==> src/rtl/nibble_mult_seq_ctrl.sv <==
// Sequential wide unsigned multiplier that reuses one 4x4 combinational core,
// accumulating one shifted nibble partial product per clock between valid/ready ports.

module multiplier_4bits_version10 (
  input  logic [3:0] a,
  input  logic [3:0] b,
  output logic [7:0] product
);
  assign product = {4'b0000, a} * {4'b0000, b};
endmodule

module nibble_mult_seq_ctrl #(
  parameter int N_NIB = 2,
  parameter int CNT_W = 16
) (
  input  logic                   clk,
  input  logic                   rst_n,
  input  logic                   flush,
  input  logic                   in_valid,
  output logic                   in_ready,
  input  logic [4*N_NIB-1:0]     in_a,
  input  logic [4*N_NIB-1:0]     in_b,
  output logic                   out_valid,
  input  logic                   out_ready,
  output logic [8*N_NIB-1:0]     out_product,
  output logic                   busy,
  output logic [CNT_W-1:0]       done_count
);
  localparam int WIDTH = 4 * N_NIB;
  localparam int IDX_W = (N_NIB > 1) ? $clog2(N_NIB) : 1;
  localparam logic [IDX_W-1:0] LAST = IDX_W'(N_NIB - 1);

  typedef enum logic [1:0] {IDLE, CALC, DONE} state_t;

  state_t               state, next_state;
  logic [WIDTH-1:0]     a_reg, b_reg;
  logic [2*WIDTH-1:0]   acc;
  logic [IDX_W-1:0]     i, j;
  logic [IDX_W:0]       ij_sum;
  logic [3:0]           a_nib, b_nib;
  logic [7:0]           pp;
  logic [2*WIDTH-1:0]   term, sum;
  logic                 last_term;

  assign a_nib     = a_reg[{i, 2'b00} +: 4];
  assign b_nib     = b_reg[{j, 2'b00} +: 4];
  assign ij_sum    = {1'b0, i} + {1'b0, j};
  assign term      = (2*WIDTH)'(pp) << {ij_sum, 2'b00};
  assign sum       = acc + term;
  assign last_term = (i == LAST) && (j == LAST);

  multiplier_4bits_version10 u_core (
    .a       (a_nib),
    .b       (b_nib),
    .product (pp)
  );

  assign in_ready  = (state == IDLE);
  assign out_valid = (state == DONE);
  assign busy      = (state != IDLE);

  // NOTE: sequential state uses non-blocking assignments so every register samples pre-edge values.
  always_ff @(posedge clk or negedge rst_n) begin
    if (!rst_n) state <= IDLE;
    else        state <= next_state;
  end

  // NOTE: next_state gets a default before the case so no path leaves it unassigned (no latch).
  always_comb begin
    next_state = state;
    if (flush) begin
      next_state = IDLE;
    end else begin
      case (state)
        IDLE:    if (in_valid)  next_state = CALC;
        CALC:    if (last_term) next_state = DONE;
        DONE:    if (out_ready) next_state = IDLE;
        default: next_state = IDLE;
      endcase
    end
  end

  // Flush clears the in-flight work but leaves the result register and counter alone.
  always_ff @(posedge clk or negedge rst_n) begin
    if (!rst_n) begin
      a_reg       <= '0;
      b_reg       <= '0;
      acc         <= '0;
      i           <= '0;
      j           <= '0;
      out_product <= '0;
      done_count  <= '0;
    end else if (flush) begin
      acc <= '0;
      i   <= '0;
      j   <= '0;
    end else begin
      case (state)
        IDLE: begin
          if (in_valid) begin
            a_reg <= in_a;
            b_reg <= in_b;
            acc   <= '0;
            i     <= '0;
            j     <= '0;
          end
        end
        CALC: begin
          acc <= sum;
          if (j == LAST) begin
            j <= '0;
            i <= last_term ? '0 : i + 1'b1;
          end else begin
            j <= j + 1'b1;
          end
          if (last_term) out_product <= sum;
        end
        DONE: begin
          if (out_ready) done_count <= done_count + 1'b1;
        end
        default: ;
      endcase
    end
  end
endmodule

==> config.mk <==
export PLATFORM = sky130hd
export DESIGN_NAME = nibble_mult_seq_ctrl
export DESIGN_NICKNAME = d
export VERILOG_FILES = /design/src/rtl/nibble_mult_seq_ctrl.sv
export SDC_FILE = /design/constraint.sdc
export NUM_CORES = 1
export LEC_CHECK = 0
export ABC_AREA = 1
export CAP_MARGIN = 10
export CORE_MARGIN = 5
export CORE_UTILIZATION = 50
export CTS_CLUSTER_DIAMETER = 40
export DETAILED_ROUTE_END_ITERATION = 7
export GPL_TIMING_DRIVEN = 1
export PLACE_DENSITY = 0.77
export SLEW_MARGIN = 5
export SYNTH_ARGS = -nofsm -noshare
export SYNTH_HDL_FRONTEND = slang
export SYNTH_SLANG_ARGS = --single-unit
==> constraint.sdc <==
create_clock -name clk -period 4.3 [get_ports clk]
set_input_delay 1.075 -clock clk [delete_from_list [all_inputs] [get_ports clk]]
set_output_delay 1.075 -clock clk [all_outputs]
set_load 0.02 [all_outputs]
# Word level (Yosys, flattened, before mapping)
# Cells that the tools add are included.
# totals
elab_cells,50
input_bits,21
ff_bits,68
out_inout_bits,35
# op_classes
bitwise_logic,1
addsub,5
eq_ne,6
n_mux,16
n_reduce_logical,10
multipliers,1
shift,3
# ops
cell,n
2-to-1 mux 16 bit,2
one-hot mux 16 bit (2 select lines),1
adder 16 x 1 -> 16 bit (second input constant),1
adder 16 bit,1
indexed part select 8 x 4 -> 4 bit,2
left shift 8 x 4 -> 16 bit,1
AND reduction 3 bit,5
!= test 3 bit (second input constant),3
multiplier 4 x 4 -> 8 bit,1
2-to-1 mux 2 bit,4
2-to-1 mux 1 bit,6
one-hot mux 2 bit (3 select lines),1
one-hot mux 1 bit (2 select lines),2
!= test 3 x 2 -> 1 bit (second input constant),1
nonzero test 3 bit,1
adder 1 bit (second input constant),2
adder 1 x 1 -> 2 bit,1
equality test 2 x 1 -> 1 bit (second input constant),1
equality test 2 bit (second input constant),1
logical NOT 2 bit,1
AND reduction 2 bit,1
nonzero test 2 bit,1
logical AND 1 bit,1
NOT 1 bit,1

# Logic depth before layout (Yosys ltp)
# depth
word_depth,6
mapped_depth,24
ltp_nobuf,23

# Cells and area by module
# Synthesis repeated with hierarchy kept, for this count alone.
# unflattened
cells_unflattened,597
area_unflattened_um2,4491.8
# modules_own_cells
module,instances,seq_area_each_um2,cells_per_inst,area_per_inst_um2
nibble_mult_seq_ctrl,1,1701.6,527,4023.9
multiplier_4bits_version10,1,0.0,70,467.9

# Worst setup path after synthesis
# Ideal clock, no wire load.
# synth_path
kind,reg-to-reg
start,reg j
end,reg acc[11]
t_required_ns,4.181
stages_incl_launch_ff,22
period_less_slack_ns,4.456
arrival_time_ns,4.337
n_path_buf,1
setup_ns,0.119
slack_ns,-0.156
cell_sequence,dfrtp_1 > clkbuf_1 > mux2i_1 > or2_2 > fa_1 > inv_1 > fa_1 > inv_1 > fa_1 > o21ai_0 > xnor2_1 > nand2_1 > o21ai_0 > nor2_1 > ha_1 > a21oi_1 > o21ai_0 > o21bai_1 > nand2_1 > nand3b_1 > nand3_1 > nand2_1
# synth_between
elab_chain_len,6
word_cells_on_any_way,7
cone_classes,add/sub: 2; mul: 1; shift: 2; mux: 2
# synth_rtl
element,line_no,source
from (decl),38,"logic [IDX_W-1:0] i, j;"
from (signal assigned),114,j <= j + 1'b1;
indexed part select 8 x 4 -> 4 bit,46,"assign b_nib = b_reg[{j, 2'b00} +: 4];"
multiplier 4 x 4 -> 8 bit,9,"assign product = {4'b0000, a} * {4'b0000, b};"
left shift 8 x 4 -> 16 bit (*),48,"assign term = (2*WIDTH)'(pp) << {ij_sum, 2'b00};"
adder 16 bit (*),49,assign sum = acc + term;
one-hot mux 16 bit (2 select lines) (*),98,case (state)
2-to-1 mux 16 bit (*),93,end else if (flush) begin
to (signal assigned),109,acc <= sum;
to (decl),37,logic [2*WIDTH-1:0] acc;
# Every way passes the cells marked *; elsewhere a longest branch is shown, timed or not.
# A chain may end at the register's enable or synchronous reset.

# Final worst setup path
# layout_path
start,reg j
end,reg acc[12]
# Same word-level chain as after synthesis.

==> implementation parameters <==
Parameter                              Value

Yosys
  Portion of netlist area occupied by mux cells ... 6.858%
  Post-synthesis area per instance ... 8.753 um2
  Share of Yosys cell area claimed by the top area cell type ... 41.45%
  Compound-cell area share of the yosys netlist ... 7.985%
  Flip-flop cell with the highest count after synthesis ... sky130_fd_sc_hd__dfrtp_1
  Cell area after technology mapping ... just over 4000 um2
  Fraction of registers with async set/reset ... 100.0%
  Number of distinct library cells after synthesis ... 36
  Number of flops mapped to enable cells by yosys ... 0
  Post-synthesis adder-cell area fraction ... 11.28%
  Most frequent cells after synthesis ... sky130_fd_sc_hd__nand2_1, sky130_fd_sc_hd__dfrtp_1, sky130_fd_sc_hd__inv_1
  Sequential element share of the synthesized area ... 41.45%
  Dominant combinational cell family by area after synthesis ... simple AND/OR/NAND/NOR gates
  Nets in the synthesized netlist ... ~520
  Dominant cells by area after synthesis ... sky130_fd_sc_hd__dfrtp_1, sky130_fd_sc_hd__nand2_1, sky130_fd_sc_hd__ha_1
  Yosys top cell by area ... sky130_fd_sc_hd__dfrtp_1
  Count leader, synth ... sky130_fd_sc_hd__nand2_1
  Xor and xnor area share after synthesis ... 5.334%
  YS warnings ... 0
  Basic-gate share of the synthesized area counting and, or, nand and nor cells ... about 22%
  Synth Instances ... 469
  Flip-flop and latch count after synthesis ... around 70

Finish
  Biggest regs ... acc x16, done_count x16, out_product x16
  Area delta synth->final ... 31.15%
  Post-route core utilization ... 66.53%
  Net total in the final layout ... 620
  Layout cells sized above 1 ... 22.98%
  Fill count ... roughly 700
  Diodes inserted ... 0

Routing
  Via count ... 3569
  Average wire per standard cell ... around 15 um
  Starting DRT DRC Count ... 105
  Mean number of vias per cell ... 5.287
  Final routed DRC violation total ... 0
  Total iterations of the first detailed-routing run ... 4
  Routed WL ... 10020 um
  Remaining antenna violation count after routing ... 0

Power and ir drop
  Proportion of power drawn by flip-flops and latches ... 26.9%
  Part of the power in combinational logic ... a little under three fifths
  Worst VDD drop ... 0.3230 mV
  Total internal power ... 1.768 mW
  Power density of the placed cells ... 556.7 nW/um2
  Clk pwr share ... 15.7%
  Net Switching ... 1.229 mW
  Switch share ... 41.02%
  Total chip power ... ~3 mW
  Static leakage power ... roughly 2.7 nW

Status
  Run status ... finished with violations
  Violations in the final reports ... setup timing

Timing
  Slew Limit Fails ... 0
  Worst rel slew slack ... between 40% and 50%
  Final setup violating endpoints ... 8
  Worst Slack Setup Final ... -54.22 ps
  Final period demand of the worst path ... 4354 ps
  Final worst clock skew ... 11.43 ps
  Period utilization ... 101.3%
  Post-route setup TNS ... -208.9 ps
  Number of hold violations in the final report ... 0
  Highest attainable clock frequency ... 229.7 MHz
  Unrepaired setup endpoints after global routing ... true
  Transition time of the tightest slew-check pin ... around 850 ps

Clock tree
  TritonCTS clock tree ... built
  Number of buffers added to fix hold violations after cts ... 0
  Clock root cell ... sky130_fd_sc_hd__clkbuf_8
  CTS Sinks ... 68
  Cts bufs inserted ... 9
  Clock slew at reported path FFs ... 90 ps
  Latest clock arrival within the worst-skew pair ... 350 ps
  Clock buffer depth ... 2
  Level count of the clock H-tree ... 3

Global routing
  Total routing resource utilization after global routing ... 21.07%
  First-pass GRT wire length ... 16880 um
  Vias in the first global route ... approximately 3700
  Antenna violations before repair ... 0
  Overflow left after global routing ... 0
  Maximum number of pins on one net before global-route repair ... 69

Floorplanning
  Overall die width ... 100.6 um
  Core region area ... 8093 um2
  Initial cell density of the core ... about 51%
  Die Y ... just over 100 um
  Row count ... 33
  Total I/O pin count ... 56
  Overall die area ... about 10000 um2

Worst setup path
  Highest net fanout along the worst path ... 5
  Kind of end point of the critical path ... flop
  Startpoint kind of the worst setup timing path ... flop
  Most Frequent Cell on Critical Path ... sky130_fd_sc_hd__nand2_1
  Crit. Startpoint ... j
  Startpoint of the lowest-slack register-to-register path ... j
  Classification of the worst setup path ... flop to flop
  CP cell instances ... mux2i_2 > or2_4 > fa_1 > inv_2 > fa_1 > ha_1 > nand2_1 > nand2_1 > and2_4 > xor2_2 > mux2i_1 > nor2_1 > ha_1 > a21oi_2 > o21ai_0 > nand2_1 > nand3_2 > or2_2 > nand3_1 > nand2_1
  Critical path required time ... between 4000 and 5000 ps
  Cell type of the slowest stage on the worst timing path ... sky130_fd_sc_hd__fa_1
  Largest stage delay on the critical path ... 550 ps
  Arrival @ worst endpoint ... about 4600 ps

Min path
  Launch point of the worst hold path ... out_product[12]
  Hold crit path type ... flop to flop

Placement
  Buffers on Ports ... 55
  Weighted congestion reported at the end of routability-driven placement ... 0.9040
  DPL Wire Length ... roughly 7300 um

Run
  Number of max-cap violations ... 0
## per-layer routing
layer	global-route usage, %	wire (um)
met1	26.03	4369
met2	36.00	4963
met3	4.775	551
met4	7.565	140
met5	0	0
## worst max-delay path: cells and delay by family, from the launching register on
kind | cells | cell delay [ps]
and+or+nand+nor | 10 | 1230
DFF | 1 | 470
buffers and inverters | 1 | 40
muxes | 2 | 360
xor gates and xnor gates | 1 | 140
adders and majority gates | 4 | 1710
AOI/OAI and AO/OA | 2 | 300
## cell usage in the layout, fill, tap and decap left out, types with 3 or more instances in the layout
cell type,synthesis,final
sky130_fd_sc_hd__inv_2,1,5
sky130_fd_sc_hd__fa_1,5,4
sky130_fd_sc_hd__clkbuf_8,0,9
sky130_fd_sc_hd__mux2_2,17,17
sky130_fd_sc_hd__or2_4,1,4
sky130_fd_sc_hd__nor3_2,1,3
sky130_fd_sc_hd__nand3b_1,3,3
sky130_fd_sc_hd__clkinvlp_4,0,3
sky130_fd_sc_hd__nand2_2,2,11
sky130_fd_sc_hd__buf_4,0,38
sky130_fd_sc_hd__inv_1,41,37
sky130_fd_sc_hd__nor2_1,40,40
sky130_fd_sc_hd__o21ai_0,30,24
sky130_fd_sc_hd__a21oi_2,0,5
sky130_fd_sc_hd__xor2_1,16,12
sky130_fd_sc_hd__nand2_1,101,92
sky130_fd_sc_hd__xor2_2,0,4
sky130_fd_sc_hd__nand3_2,0,3
sky130_fd_sc_hd__nand3_1,33,30
sky130_fd_sc_hd__clkdlybuf4s50_1,0,54
sky130_fd_sc_hd__mux2i_1,9,6
sky130_fd_sc_hd__nand4_1,7,7
sky130_fd_sc_hd__o21bai_1,4,3
sky130_fd_sc_hd__nor2_4,3,3
sky130_fd_sc_hd__dfrtp_1,68,66
sky130_fd_sc_hd__xnor2_1,9,9
sky130_fd_sc_hd__mux2i_2,0,3
sky130_fd_sc_hd__a21oi_1,19,14
sky130_fd_sc_hd__o21ai_2,0,5
sky130_fd_sc_hd__ha_1,29,28
## final cells by class
type                            instances  area (um2)  share of cell area, %
Timing Repair Buffer                   94       842.1                  15.64
Tap cell                              105       131.4                  2.440
Sequential cell                        68        1704                  31.65
Inverter                               44       165.2                  3.068
Clock buffer                           10       127.6                  2.370
Multi-Input combinational cell        348        2372                  44.06
Clock inverter                          6       41.29                 0.7669
## per-stage QoR
| step | setup slack (ps) | hold WS, ps | instances | instance area [um2] |
|---|---|---|---|---|
| 2_1_floorplan | 11.02 | 455.5 | 469 | 4116 |
| 3_3_place_gp | -123.2 | 461.8 | 654 | 5007 |
| 3_5_place_dp | -225.5 | 469.1 | 654 | 5007 |
| 4_1_cts | 10.34 | 488.7 | 673 | 5256 |
| 5_1_grt | -235.7 | 511.8 | 675 | 5384 |
| 6_report | -54.22 | 484.4 | 675 | 5384 |
## logic make-up after synthesis
group / after synthesis
flops: 68
simple gates: 203
mux: 26
buf+inv: 53
fa+ha+maj: 34
xor+xnor: 25
compound gates: 60
## timing repair
action,CTS,global route
endpoints found under the setup margin,21,22
pin swaps,16,21
cloned,0,0
buffers inserted,3,2
gates resized for setup,19,33
## worst paths after layout
kind,to,slack [ps],cells after the start
hold reg to reg,out_product[12],480,2
max in group asynchronous,j,2790,2
setup reg to reg,acc[12],-50,20
hold / removal,out_product[12],480,2
min in group asynchronous,acc[5],900,2
setup / recovery,acc[12],-50,20
## power by group through the flow
stage | logic, mW | registers, mW | clock network, mW
2_1_floorplan | 0.856 | 0.831 | 0
3_3_place_gp | 1.40 | 0.805 | 0
3_5_place_dp | 1.44 | 0.812 | 0
4_1_cts | 1.55 | 0.801 | 0.481
5_1_grt | 1.90 | 0.817 | 0.513
6_report | 1.72 | 0.806 | 0.471
(Power assumes the default switching activity.)
